### config.mk
export PLATFORM = sky130hd
export DESIGN_NAME = mac_seq_ctrl_flat
export DESIGN_NICKNAME = d
export VERILOG_FILES = /design/src/rtl/mac_seq_ctrl_if.sv /design/src/rtl/mac_seq_ctrl.sv /design/src/flat_wrapper.sv
export SDC_FILE = /design/constraint.sdc
export NUM_CORES = 1
export LEC_CHECK = 0
export CAP_MARGIN = 20
export CORE_ASPECT_RATIO = 2
export CORE_MARGIN = 2
export CORE_UTILIZATION = 27
export CTS_CLUSTER_DIAMETER = 100
export DETAILED_ROUTE_END_ITERATION = 8
export GPL_ROUTABILITY_DRIVEN = 0
export GPL_TIMING_DRIVEN = 0
export PLACE_DENSITY = 0.57
export SLEW_MARGIN = 20
export SYNTH_ARGS = -nofsm -noshare
export SYNTH_HDL_FRONTEND = slang
export SYNTH_SLANG_ARGS = --single-unit
### constraint.sdc
create_clock -name clk -period 2.72 [get_ports clk]
set_input_delay 0.408 -clock clk [delete_from_list [all_inputs] [get_ports clk]]
set_output_delay 0.408 -clock clk [all_outputs]
set_load 0.05 [all_outputs]
### src/rtl/mac_seq_ctrl_if.sv
// Signal bundle between mac_seq_ctrl and its surroundings: job request/config,
// buffer read port, MAC control/feedback and the result handshake.
interface mac_seq_ctrl_if #(
  parameter int ADDR_W = 10,
  parameter int CH_W   = 8,
  parameter int TAP_W  = 4
);
  logic                start;
  logic [CH_W-1:0]     cfg_num_ch;
  logic [TAP_W-1:0]    cfg_taps;
  logic [ADDR_W-1:0]   cfg_act_base;
  logic [ADDR_W-1:0]   cfg_act_stride;
  logic [ADDR_W-1:0]   cfg_wgt_base;
  logic signed [31:0]  cfg_bias;
  logic                stall;
  logic                busy;
  logic                rd_en;
  logic [ADDR_W-1:0]   act_addr;
  logic [ADDR_W-1:0]   wgt_addr;
  logic                mac_ce;
  logic                mac_sclr;
  logic signed [31:0]  mac_c;
  logic signed [31:0]  mac_p;
  logic signed [31:0]  out_result;
  logic                out_valid;
  logic                out_ready;

  modport master (
    input  start, cfg_num_ch, cfg_taps, cfg_act_base, cfg_act_stride,
           cfg_wgt_base, cfg_bias, stall, mac_p, out_ready,
    output busy, rd_en, act_addr, wgt_addr, mac_ce, mac_sclr, mac_c,
           out_result, out_valid
  );

  modport slave (
    output start, cfg_num_ch, cfg_taps, cfg_act_base, cfg_act_stride,
           cfg_wgt_base, cfg_bias, stall, mac_p, out_ready,
    input  busy, rd_en, act_addr, wgt_addr, mac_ce, mac_sclr, mac_c,
           out_result, out_valid
  );
endinterface

### src/rtl/mac_seq_ctrl.sv
// Sequencer for one signed MAC: walks channels x taps through the activation and
// weight buffers, seeds the accumulator with a bias and returns the dot product.
module mac_seq_ctrl #(
  parameter int ADDR_W = 10,
  parameter int CH_W   = 8,
  parameter int TAP_W  = 4
) (
  input  logic           clk,
  input  logic           sclr_n,
  mac_seq_ctrl_if.master bus
);

  localparam int N_W = CH_W + TAP_W;
  localparam logic [TAP_W-1:0]  TAP_ONE  = {{(TAP_W-1){1'b0}}, 1'b1};
  localparam logic [N_W-1:0]    N_ONE    = {{(N_W-1){1'b0}}, 1'b1};
  localparam logic [ADDR_W-1:0] ADDR_ONE = {{(ADDR_W-1){1'b0}}, 1'b1};

  typedef enum logic [2:0] {
    ST_IDLE   = 3'd0,
    ST_CLR    = 3'd1,
    ST_RUN    = 3'd2,
    ST_DRAIN1 = 3'd3,
    ST_DRAIN2 = 3'd4,
    ST_DONE   = 3'd5
  } state_t;

  state_t              state_r;
  logic [N_W-1:0]      n_r;
  logic [N_W-1:0]      rem_r;
  logic [TAP_W-1:0]    taps_r;
  logic [TAP_W-1:0]    tap_cnt_r;
  logic [ADDR_W-1:0]   act_base_r;
  logic [ADDR_W-1:0]   stride_r;
  logic [ADDR_W-1:0]   wgt_base_r;
  logic [ADDR_W-1:0]   act_ptr_r;
  logic [ADDR_W-1:0]   ch_start_r;
  logic [ADDR_W-1:0]   wgt_ptr_r;
  logic signed [31:0]  bias_r;
  logic signed [31:0]  out_result_r;
  logic                first_pend_r;
  logic                first_d_r;
  logic                mac_ce_r;
  logic                mac_sclr_r;
  logic                busy_r;
  logic                out_valid_r;

  logic [N_W-1:0]      n_s;
  logic                rd_en_s;
  logic                last_tap_s;
  logic [ADDR_W-1:0]   next_ch_start_s;
  logic signed [31:0]  mac_c_s;

  // Job size at full width, read issue gating and channel-boundary detection
  always_comb begin
    n_s             = {{TAP_W{1'b0}}, bus.cfg_num_ch} * {{CH_W{1'b0}}, bus.cfg_taps};
    last_tap_s      = (tap_cnt_r == (taps_r - TAP_ONE));
    next_ch_start_s = ch_start_r + stride_r;
    if (state_r == ST_RUN) begin
      rd_en_s = ~bus.stall;
    end else begin
      rd_en_s = 1'b0;
    end
  end

  // Accumulator input: bias for the first product, otherwise the MAC's own output
  always_comb begin
    mac_c_s = 32'sd0;
    if (mac_ce_r) begin
      if (first_d_r) begin
        mac_c_s = bias_r;
      end else begin
        mac_c_s = bus.mac_p;
      end
    end else begin
      mac_c_s = 32'sd0;
    end
  end

  // Sequencer state, address walk, read-to-MAC alignment and result handshake
  always_ff @(posedge clk or negedge sclr_n) begin
    if (!sclr_n) begin
      state_r      <= ST_IDLE;
      n_r          <= {N_W{1'b0}};
      rem_r        <= {N_W{1'b0}};
      taps_r       <= {TAP_W{1'b0}};
      tap_cnt_r    <= {TAP_W{1'b0}};
      act_base_r   <= {ADDR_W{1'b0}};
      stride_r     <= {ADDR_W{1'b0}};
      wgt_base_r   <= {ADDR_W{1'b0}};
      act_ptr_r    <= {ADDR_W{1'b0}};
      ch_start_r   <= {ADDR_W{1'b0}};
      wgt_ptr_r    <= {ADDR_W{1'b0}};
      bias_r       <= 32'sd0;
      out_result_r <= 32'sd0;
      first_pend_r <= 1'b0;
      first_d_r    <= 1'b0;
      mac_ce_r     <= 1'b0;
      mac_sclr_r   <= 1'b0;
      busy_r       <= 1'b0;
      out_valid_r  <= 1'b0;
    end else begin
      // RAM data arrives one cycle after the read, so the MAC enable trails rd_en
      mac_ce_r  <= rd_en_s;
      first_d_r <= rd_en_s & first_pend_r;
      case (state_r)
        ST_IDLE: begin
          mac_sclr_r <= 1'b0;
          if (bus.start) begin
            n_r        <= n_s;
            taps_r     <= bus.cfg_taps;
            act_base_r <= bus.cfg_act_base;
            stride_r   <= bus.cfg_act_stride;
            wgt_base_r <= bus.cfg_wgt_base;
            bias_r     <= bus.cfg_bias;
            busy_r     <= 1'b1;
            if (n_s != {N_W{1'b0}}) begin
              mac_sclr_r <= 1'b1;
              state_r    <= ST_CLR;
            end else begin
              out_result_r <= bus.cfg_bias;
              out_valid_r  <= 1'b1;
              state_r      <= ST_DONE;
            end
          end else begin
            busy_r  <= 1'b0;
            state_r <= ST_IDLE;
          end
        end
        ST_CLR: begin
          mac_sclr_r   <= 1'b0;
          tap_cnt_r    <= {TAP_W{1'b0}};
          rem_r        <= n_r;
          act_ptr_r    <= act_base_r;
          ch_start_r   <= act_base_r;
          wgt_ptr_r    <= wgt_base_r;
          first_pend_r <= 1'b1;
          state_r      <= ST_RUN;
        end
        ST_RUN: begin
          if (rd_en_s) begin
            first_pend_r <= 1'b0;
            wgt_ptr_r    <= wgt_ptr_r + ADDR_ONE;
            rem_r        <= rem_r - N_ONE;
            if (last_tap_s) begin
              tap_cnt_r  <= {TAP_W{1'b0}};
              ch_start_r <= next_ch_start_s;
              act_ptr_r  <= next_ch_start_s;
            end else begin
              tap_cnt_r  <= tap_cnt_r + TAP_ONE;
              act_ptr_r  <= act_ptr_r + ADDR_ONE;
            end
            if (rem_r == N_ONE) begin
              state_r <= ST_DRAIN1;
            end else begin
              state_r <= ST_RUN;
            end
          end else begin
            state_r <= ST_RUN;
          end
        end
        ST_DRAIN1: begin
          state_r <= ST_DRAIN2;
        end
        ST_DRAIN2: begin
          out_result_r <= bus.mac_p;
          out_valid_r  <= 1'b1;
          state_r      <= ST_DONE;
        end
        ST_DONE: begin
          if (bus.out_ready) begin
            out_valid_r <= 1'b0;
            busy_r      <= 1'b0;
            state_r     <= ST_IDLE;
          end else begin
            state_r <= ST_DONE;
          end
        end
        default: begin
          state_r      <= ST_IDLE;
          busy_r       <= 1'b0;
          out_valid_r  <= 1'b0;
          mac_sclr_r   <= 1'b0;
          first_pend_r <= 1'b0;
        end
      endcase
    end
  end

  assign bus.busy       = busy_r;
  assign bus.rd_en      = rd_en_s;
  assign bus.act_addr   = act_ptr_r;
  assign bus.wgt_addr   = wgt_ptr_r;
  assign bus.mac_ce     = mac_ce_r;
  assign bus.mac_sclr   = mac_sclr_r;
  assign bus.mac_c      = mac_c_s;
  assign bus.out_result = out_result_r;
  assign bus.out_valid  = out_valid_r;

endmodule
### src/flat_wrapper.sv
// flat-port wrapper written by rule: the top's interface ports become plain ports
module mac_seq_ctrl_flat 
#(
  parameter int ADDR_W = 10,
  parameter int CH_W   = 8,
  parameter int TAP_W  = 4
)
  (clk, sclr_n, bus_start, bus_cfg_num_ch, bus_cfg_taps, bus_cfg_act_base, bus_cfg_act_stride, bus_cfg_wgt_base, bus_cfg_bias, bus_stall, bus_mac_p, bus_out_ready, bus_busy, bus_rd_en, bus_act_addr, bus_wgt_addr, bus_mac_ce, bus_mac_sclr, bus_mac_c, bus_out_result, bus_out_valid);
  mac_seq_ctrl_if #(.ADDR_W(ADDR_W), .CH_W(CH_W), .TAP_W(TAP_W)) bus_i ();
  input  logic clk;
  input  logic sclr_n;
  input wire logic [$bits(bus_i.start)-1:0] bus_start;
  input wire logic [$bits(bus_i.cfg_num_ch)-1:0] bus_cfg_num_ch;
  input wire logic [$bits(bus_i.cfg_taps)-1:0] bus_cfg_taps;
  input wire logic [$bits(bus_i.cfg_act_base)-1:0] bus_cfg_act_base;
  input wire logic [$bits(bus_i.cfg_act_stride)-1:0] bus_cfg_act_stride;
  input wire logic [$bits(bus_i.cfg_wgt_base)-1:0] bus_cfg_wgt_base;
  input wire logic [$bits(bus_i.cfg_bias)-1:0] bus_cfg_bias;
  input wire logic [$bits(bus_i.stall)-1:0] bus_stall;
  input wire logic [$bits(bus_i.mac_p)-1:0] bus_mac_p;
  input wire logic [$bits(bus_i.out_ready)-1:0] bus_out_ready;
  output wire logic [$bits(bus_i.busy)-1:0] bus_busy;
  output wire logic [$bits(bus_i.rd_en)-1:0] bus_rd_en;
  output wire logic [$bits(bus_i.act_addr)-1:0] bus_act_addr;
  output wire logic [$bits(bus_i.wgt_addr)-1:0] bus_wgt_addr;
  output wire logic [$bits(bus_i.mac_ce)-1:0] bus_mac_ce;
  output wire logic [$bits(bus_i.mac_sclr)-1:0] bus_mac_sclr;
  output wire logic [$bits(bus_i.mac_c)-1:0] bus_mac_c;
  output wire logic [$bits(bus_i.out_result)-1:0] bus_out_result;
  output wire logic [$bits(bus_i.out_valid)-1:0] bus_out_valid;
  assign bus_i.start = bus_start;
  assign bus_i.cfg_num_ch = bus_cfg_num_ch;
  assign bus_i.cfg_taps = bus_cfg_taps;
  assign bus_i.cfg_act_base = bus_cfg_act_base;
  assign bus_i.cfg_act_stride = bus_cfg_act_stride;
  assign bus_i.cfg_wgt_base = bus_cfg_wgt_base;
  assign bus_i.cfg_bias = bus_cfg_bias;
  assign bus_i.stall = bus_stall;
  assign bus_i.mac_p = bus_mac_p;
  assign bus_i.out_ready = bus_out_ready;
  assign bus_busy = bus_i.busy;
  assign bus_rd_en = bus_i.rd_en;
  assign bus_act_addr = bus_i.act_addr;
  assign bus_wgt_addr = bus_i.wgt_addr;
  assign bus_mac_ce = bus_i.mac_ce;
  assign bus_mac_sclr = bus_i.mac_sclr;
  assign bus_mac_c = bus_i.mac_c;
  assign bus_out_result = bus_i.out_result;
  assign bus_out_valid = bus_i.out_valid;
  mac_seq_ctrl #(.ADDR_W(ADDR_W), .CH_W(CH_W), .TAP_W(TAP_W)) u_core (.clk(clk), .sclr_n(sclr_n), .bus(bus_i));
endmodule
Word-level counts from Yosys, hierarchy flattened
Index checks and enable logic that the tools add are counted.

Add/subtract/negate cells: 6. Multiply operators: 1. Div/mod/pow operators: 0. $lt $le $gt $ge: 0. Eq/ne operators: 12. Shifts and indexed selects: 0. Muxes and demuxes: 36. Bitwise logic cells: 5. Reduce and logical (&&, ||, !) cells: 15.

Operators with widths (number): two-way mux 32 bit (4); one-hot mux 32 bit (2 select lines) (1); one-hot mux 10 bit (2 select lines) (3); two-way mux 10 bit (5); one-hot mux 12 bit (2 select lines) (1); adder 10 x 1 -> 10 bit (second input constant) (2); one-hot mux 3 bit (6 select lines) (1); == test 12 x 1 -> 1 bit (second input constant) (1); multiplier 8 x 4 -> 12 bit (1); two-way mux 12 bit (1); nonzero test 12 bit (1); OR reduction 4 bit (3); subtractor 12 x 1 -> 12 bit (second input constant) (1); adder 10 bit (1); two-way mux 1 bit (10); two-way mux 3 bit (3); two-way mux 4 bit (2); one-hot mux 4 bit (2 select lines) (1); AND reduction 2 bit (4); == test 3 x 2 -> 1 bit (second input constant) (2); == test 3 bit (second input constant) (2); != test 2 bit (second input constant) (3); one-hot mux 1 bit (3 select lines) (2); AND reduction 3 bit (2); other kinds (13) (18).

Register bits after elaboration: 165. Bits in latches: 0. RAM bits: 0. Memory bits (read-only): 0. Input port bits: 111. Memories kept: 0.

Logic depth before layout (Yosys ltp)
Gate-level depths: netlist of run 1.

Depth in word-level cells: 5. Depth in mapped cells: 15.

Least setup slack after synthesis of run 1
OpenSTA, ideal clock, no wires.

Path kind: input-to-reg. Start point: in bus_cfg_num_ch[1]. End point: reg u_core.out_result_r[13] (netlist: u_core.bus.out_result[13]). Library setup time: 126 ps. Arrival: 3905 ps. Slack: -1311 ps. Stages: 14. Buffers on the path: 1. Path through: and2_1 -> fa_1 -> inv_1 -> fa_1 -> inv_1 -> ha_1 -> nor2b_1 -> o2111ai_1 -> nand3_1 -> a2111oi_4 -> o2111ai_4 -> o31a_4 -> buf_6 -> a221o_1.

Longest elaborated chain between the ends: 4.

Ends and longest elaborated chain: start: declaration (line flat_wrapper.sv:13) `input wire logic [$bits(bus_i.cfg_num_ch)-1:0] bus_cfg_num_ch;`; multiplier 8 x 4 -> 12 bit (line mac_seq_ctrl.sv:55) `n_s = {{TAP_W{1'b0}}, bus.cfg_num_ch} * {{CH_W{1'b0}}, bus.cfg_taps};`; nonzero test 12 bit (line mac_seq_ctrl.sv:116) `if (n_s != {N_W{1'b0}}) begin`; != test 2 bit (no line); AND reduction 3 bit (no line); end signal: assignment (line mac_seq_ctrl.sv:120) `out_result_r <= bus.cfg_bias;`; end signal: assignment (line mac_seq_ctrl.sv:165) `out_result_r <= bus.mac_p;`; end: declaration (line mac_seq_ctrl.sv:39) `logic signed [31:0] out_result_r;`.

Every way passes these cells. A chain may end at the register's enable or synchronous reset.

Worst setup path in the final report of run 1
Start point: in bus_cfg_taps[1]. End point: reg u_core.out_result_r[4] (netlist: u_core.bus.out_result[4]).

Longest elaborated chain between the ends: 4.

Ends and longest elaborated chain: start: declaration (line flat_wrapper.sv:14) `input wire logic [$bits(bus_i.cfg_taps)-1:0] bus_cfg_taps;`; multiplier 8 x 4 -> 12 bit (line mac_seq_ctrl.sv:55); nonzero test 12 bit (line mac_seq_ctrl.sv:116); != test 2 bit (no line); AND reduction 3 bit (no line).

Every way passes these cells.

==> results of run 1 <==
==> cells in the final DEF, fill, tap and decap left out, types with 5 or more instances in the layout <==
cell             Yosys  final
nand2_1            277    274
dfrtp_1            165    165
clkdlybuf4s50_1      0    155
nor2_1              76     73
o21ai_0             59     55
mux2i_1             37     37
clkbuf_1            37     37
a21oi_1             39     37
nor2b_1             37     36
a221o_1             33     33
ha_1                31     26
inv_1               31     25
nand3_1             25     24
and2_1              27     21
clkbuf_16            0     19
nor3_1              17     17
xnor2_1             16     15
buf_4                2     15
clkbuf_2             0     13
fa_1                13     12
nand2b_1            11     11
clkdlybuf4s15_1      0      9
buf_2                3      8
and3_1               9      8
o211ai_1             8      8
a22oi_1              8      7
xor2_1               7      6
mux2_2               7      6
buf_8                0      6
and2_4               0      6
inv_2                0      6
dlygate4sd2_1        0      6
buf_1                8      5
buf_6                3      5
==> per-layer routing <==
| metal | up-vias | part of all wire (%) |
|---|---|---|
| li1 | 4043 | - |
| met1 | 4067 | 35 |
| met2 | 229 | 57 |
| met5 | - | 0 |
| met3 | 61 | 3.6 |
| met4 | 0 | 4.1 |
==> worst register-to-register path, cell delays in order, from the launching register on <==
cell and delay (ns):
dfrtp_1 0.45, nand2b_1 0.22, nor2_2 0.53, clkbuf_1 0.66
o21ai_0 0.23, a21oi_1 0.19, a21oi_1 0.06
==> kinds of logic (layout without fill, tap and decap cells) <==
logic type / after synthesis / count (layout) / synth area share, %
flip-flops: 165 / 165 / 44.3
buffers and inverters: 86 / 337 / 3.94
AND/OR/NAND/NOR: 491 / 491 / 23.3
other: 0 / 1 / 0
AO/OA/AOI/OAI: 192 / 192 / 14.5
XOR/XNOR: 23 / 23 / 2.16
multiplexers: 44 / 44 / 4.82
adder cells (fa/ha/maj): 44 / 44 / 6.96
==> area by class of cell <==
type                    instances  area share [%]
flip-flops and latches        165            31.9
multi-input cells             794            39.2
diodes                          1          0.0194
plain buffers                  55            2.18
well taps                     441            4.27
repair buffers                219            16.9
inverters                      31           0.900
clock inverters                15            1.32
clock buffers                  17            3.29
==> final timing paths <==
check	end	startpoint	depth (start not counted)	slack (ns)
min reg2reg	u_core.bias_r[28]$_DFFE_PN0P_	u_core.bias_r[28]$_DFFE_PN0P_	2	0.47
max reg2reg	u_core.bus.wgt_addr[5]$_DFFE_PN0P_	u_core.state_r[0]$_DFF_PN0_	6	0.24
max in group asynchronous	u_core.bias_r[3]$_DFFE_PN0P_	sclr_n	3	1.30
min in group asynchronous	u_core.bias_r[29]$_DFFE_PN0P_	sclr_n	2	0.54
max	u_core.bus.out_result[4]$_DFFE_PN0P_	bus_cfg_taps[1]	16	-1.18
min	u_core.taps_r[3]$_DFFE_PN0P_	bus_cfg_taps[3]	3	0.20
==> stage by stage <==
stage	setup TNS, ns	std cells	area, um2	power [W]
2_1_floorplan	-43.78	1045	9410	0.00958
6_report	-39.87	1738	12900	0.0149
3_3_place_gp	-1079.99	1684	11900	0.0122
4_1_cts	-40.79	1726	12700	0.0149
5_1_grt	-43.07	1738	12900	0.0159
3_5_place_dp	-98.68	1685	12000	0.0123
==> power breakdown <==
group	internal (W)	switching [W]
clock	0.00138	0.00110
combinational	0.00291	0.00504
sequential	0.00360	0.000907
==> state kept, by name, indices dropped and copies added (netlist names), 3 cells and up <==
name / cells
u_core.rem_r: 12
u_core.act_base_r: 10
u_core.wgt_base_r: 10
u_core.tap_cnt_r: 4
u_core.ch_start_r: 10
u_core.bus.act_addr: 10
u_core.bus.out_result: 32
u_core.stride_r: 10
u_core.state_r: 3
u_core.bus.wgt_addr: 10
u_core.bias_r: 32
u_core.taps_r: 4
u_core.n_r: 12
==> repair_timing <==
action / 4_1_cts / 5_1_grt
hold buffers: 1 / 0
setup endpoints to repair: 82 / 69
endpoints found under the hold margin: 73 / 0
gates resized for setup: 122 / 71
gates cloned: 1 / 2
pin swaps: 26 / 26
setup buffers: 7 / 9
==> results.yml, run 1 <==
sta:
  setup_slack_ns: -1.18
  min_period_over_period_pct: 143
  max_freq_mhz: 256
  final-hold-violation-count: 0
  rsz0062_at_grt: "true"
  worstMarginPinSlew_ns: 0.938
  whs_ns: 0.204
  slew_violations: 0
  fin_crit_ns: 3.90
  finClkSkew_ns: 0.00723
  setup_viol: 37
  relSlewSlack_pct: 36.9
yosys:
  synth_flop_cell: "dfrtp_1"
  synthDistinctLibCells: 61
  synth-async-reset-ratio_pct: 100
  synth_area_um2: 9320
  synth_top_area_share_pct: 44.3
  synth_common_cells: "nand2_1, dfrtp_1, nor2_1, o21ai_0, a21oi_1"
  ys_warn_count: 0
  synth_edf_count: 0
  ys_seq_area_share_pct: 44.3
  avgSynthCellArea_um2: 8.91
  synth.ff_latch_count: 165
  synthesis.nets: 1200
  syn-instance-count: 1045
  yosysTopAreaCell: "dfrtp_1"
  synth.most_common_cell: "nand2_1"
  ys_top_cells_by_area: "dfrtp_1, nand2_1, ha_1, mux2i_1, a221o_1"
clock_network:
  cts_root_buf: "clkbuf_16"
  cts_sinks: 165
  cts_tree: "yes"
  clk_latency_ns: 0.43
  cts_made_buffers: 17
  clockBufferDepth: 2
  cts_max_level: 4
  clk_pin_slew_ns: 0.07
grt:
  grt_pass1_wl_um: 49100
  grtUsageTotal_pct: 17.7
  antenna_found_initial: 1
  busiest_layer: "met2"
  grt_pass1_vias: 9026
  use_met1_pct: 17.1
  grtUsageMet3_pct: 2.87
  overflow: 0
  grt_max_degree: 93
  grtUsageMet2_pct: 35.1
floorplan:
  die_w_um: 135
  coreArea_um2: 34100
  ioPinCount: 200
  initial_core_util_pct: 27.3
  die_h_um: 267
  row_count: 96
  die-area_um2: 36100
power_and_ir_drop:
  p_leak_nw: 5.64
  powerDensity_nw_per_um2: 1150
  ir_drop_v: 0.000468
finish:
  nets: 1438
  area_growth_pct: 38.8
  multi_input_area_um2: 5070
  drive_gt1_share_pct: 11.7
  fillers: 3505
  area.sequential_um2: 4130
  final_util_pct: 37.9
setup_path:
  path_class: "in2reg"
  end_kind: "flip-flop"
  worstPathRequired_ns: 3.03
  crit_slowest_cell: "fa_1"
  crit_chain: "buf_12, buf_8, nand2_4, fa_1, inv_2, fa_1, inv_2, fa_2, buf_4, xor2_2, o2111ai_2, a2111oi_4, o2111ai_4, o31a_4, buf_8, a221o_1"
  crit_path_start_kind: "input port"
  worst-path-buf-inv: 6
  timing.critical_path.max_delay_family: "compound AO/OA/AOI/OAI gates"
  max_stage_delay_ns: 0.55
  cp.arrival_ns: 4.21
  critPathMaxFanout: 7
route:
  detail-route-antenna-nets: 0
  viasPerCell: 4.83
  drtIter0Drc: 421
  vias: 8400
  post_drt_wl_per_cell_um: 18.2
  wl_um: 31700
  dr.pass1.iters: 4
  drcViolationCount: 0
status:
  violations: "negative setup slack"
  outcome: "complete, but fails checks"
placement:
  post-dp-hpwl_um: 24400
  place_ws_ns: -2.54
  port_buffers: 198
min_path:
  min_path_type: "in2reg"
flow_run:
  cap_violations: 0
No activity file was read; power rests on OpenSTA's default activity.
==> run 2, diff against run 1 <==
--- a/config.mk
+++ b/config.mk
@@ -8,12 +8,13 @@
 export CAP_MARGIN = 20
 export CORE_ASPECT_RATIO = 2
 export CORE_MARGIN = 2
-export CORE_UTILIZATION = 27
+export CORE_UTILIZATION = 52
 export CTS_CLUSTER_DIAMETER = 100
+export CTS_CLUSTER_SIZE = 16
 export DETAILED_ROUTE_END_ITERATION = 8
 export GPL_ROUTABILITY_DRIVEN = 0
 export GPL_TIMING_DRIVEN = 0
-export PLACE_DENSITY = 0.57
+export PLACE_DENSITY = 0.9
 export SLEW_MARGIN = 20
 export SYNTH_ARGS = -nofsm -noshare
 export SYNTH_HDL_FRONTEND = slang
==> constraint.sdc (replaced) <==
create_clock -name clk -period 2.72 [get_ports clk]
set_input_delay 0.544 -clock clk [delete_from_list [all_inputs] [get_ports clk]]
set_output_delay 0.544 -clock clk [all_outputs]
set_load 0.05 [all_outputs]
==> run 2 against run 1 <==
Effect of this change: the run still ends with negative setup slack left; clock power hardly changed; first-iteration DRC count grew 89%; clock-buffer cell count grew 2; die area fell by 47%; register-to-register slack worse by 0.07 ns; flip-flop and latch count unchanged; non-clock buffer count is 2 lower; cell count decreased by 13%; sequential power is essentially flat; total power is 1.2% higher; clock skew is essentially flat; critical endpoint is now u_core.bus.out_result[22]$_DFFE_PN0P_; largest power group unchanged.
==> results.yml, run 2 (synthesis gave the netlist of run 1 again) <==
finish:
  mostFrequentLayoutCells: "nand2_1, dfrtp_1, clkdlybuf4s50_1, nor2_1, o21ai_0"
  final_util_pct: 71.6
  mostFrequentLayoutCell: "nand2_1"
  drive_gt1_share_pct: 12.4
  area_growth_pct: 36.1
  nets: 1436
  diodes: 0
sta:
  finClkSkew_ns: 0.00733
  relSlewSlack_pct: 43.2
  final-hold-violation-count: 0
  worstMarginPinSlew_ns: 0.844
  setup_viol: 40
  setup_slack_ns: -1.30
  max_freq_mhz: 249
  fin_crit_ns: 4.02
  min_period_over_period_pct: 148
  final.setup.tns_ns: -43.93
  slew_violations: 0
  rsz0062_at_grt: "true"
grt:
  grtUsageMet2_pct: 57.2
  antenna_found_initial: 0
  grt_pass1_vias: 9546
  grt_max_degree: 88
  busiest_layer: "met2"
  grt_pass1_wl_um: 46900
  grtUsageMet3_pct: 4.91
  use_met1_pct: 31.1
  grtUsageTotal_pct: 31.0
  overflow: 0
placement:
  place_ws_ns: -2.53
  port_buffers: 198
  post-dp-hpwl_um: 21300
route:
  wl_um: 29700
  post_drt_wl_per_cell_um: 19.7
  vias: 9005
  drcViolationCount: 0
  drtIter0Drc: 795
  detail-route-antenna-nets: 0
  viasPerCell: 5.98
  dr.pass1.iters: 8
clock_network:
  cts_root_buf: "clkbuf_16"
  clk_pin_slew_ns: 0.06
  clk_latency_ns: 0.43
  cts_max_level: 4
  clockBufferDepth: 2
  cts_tree: "yes"
  cts_sinks: 165
  cts_made_buffers: 17
setup_path:
  crit_path_start_kind: "input port"
  worstPathRequired_ns: 3.02
  critPathMaxFanout: 7
  max_stage_delay_ns: 0.53
  crit_chain: "buf_12, and2_4, fa_1, inv_1, fa_1, inv_2, ha_4, nor2b_4, o2111ai_2, nand3_2, a2111oi_4, o2111ai_4, o31a_4, buf_8, a221o_1"
  end_kind: "flip-flop"
  cp.arrival_ns: 4.32
  crit_slowest_cell: "fa_1"
  path_class: "in2reg"
  cpMostUsedCell: "fa_1"
floorplan:
  initial_core_util_pct: 52.6
  ioPinCount: 200
  die_h_um: 193
  row_count: 69
  die-area_um2: 19100
  die_w_um: 98.6
  coreArea_um2: 17700
power_and_ir_drop:
  ir_drop_v: 0.000561
  powerDensity_nw_per_um2: 1190
  total_power_w: 0.0151
  p_leak_nw: 5.60
flow_run:
  cap_violations: 0
status:
  violations: "negative setup slack"
  outcome: "complete, but fails checks"
min_path:
  min_path_type: "in2async"
[run 2: cell types whose count changed in the layout (fill, tap and decap cells not counted), moves of 4 or more]
cell             delta
ha_1                -4
inv_6               -4
ha_4                +5
clkdlybuf4s15_2     +5
[run 2: worst max-delay path, delay by kind of cell]
kind | cells | cell delay, ns
simple gates | 3 | 0.45
compound gates | 5 | 1.69
fa+ha+maj | 3 | 1.24
buf+inv | 4 | 0.37
[run 2: path summary, 6_finish.rpt]
kind	start	end	slack, ns	depth (start not counted)
setup reg to reg	u_core.ch_start_r[4]$_DFFE_PN0P_	u_core.bus.act_addr[7]$_DFFE_PN0P_	0.17	8
hold reg to reg	u_core.bias_r[28]$_DFFE_PN0P_	u_core.bias_r[28]$_DFFE_PN0P_	0.48	2
min in group clk	bus_cfg_taps[2]	u_core.taps_r[2]$_DFFE_PN0P_	0.43	4
setup / recovery	bus_cfg_taps[3]	u_core.bus.out_result[22]$_DFFE_PN0P_	-1.30	15
max in group asynchronous	sclr_n	u_core.bus.wgt_addr[4]$_DFFE_PN0P_	1.79	2
hold / removal	sclr_n	u_core.act_base_r[8]$_DFFE_PN0P_	0.08	1
[run 2: timing repair]
item	in CTS	in global routing
setup buffers	13	3
hold buffers	0	0
endpoints found under the setup margin	77	70
pin swaps	26	17
gates resized for setup	156	53
gates cloned	2	0
[run 2: where the power goes]
part / switching, W / leakage, nW / total, W / internal (W)
Combinational: 0.00519 / 3.26 / 0.00814 / 0.00295
Clock: 0.00100 / 0.293 / 0.00247 / 0.00147
Sequential: 0.000895 / 2.05 / 0.00449 / 0.00360
Total: 0.00708 / 5.60 / 0.0151 / 0.00801
[run 2: area by class of cell]
cell class / instances / area, um2
Timing Repair Buffer: 217 / 2140
Sequential cell: 165 / 4130
Multi-Input combinational cell: 794 / 5150
Clock inverter: 12 / 156
Fill cell: 1193 / 5020
Inverter: 31 / 116
Buffer: 55 / 279
Clock buffer: 19 / 443
Tap cell: 213 / 267
[run 2: metrics by stage]
step | hold slack [ns] | area, um2 | std cells
5_1_grt | 0.138 | 12700 | 1506
4_1_cts | 0.113 | 12600 | 1503
2_1_floorplan | 0.248 | 9430 | 1045
3_3_place_gp | 0.457 | 11700 | 1456
6_report | 0.0816 | 12700 | 1506
3_5_place_dp | 0.463 | 11700 | 1457
[run 2: metal layers]
metal | vias to the layer above | part of all wire [%]
met5 | - | 0
met4 | 0 | 6.9
met3 | 147 | 5.5
met2 | 489 | 55
met1 | 4327 | 33
li1 | 4042 | -
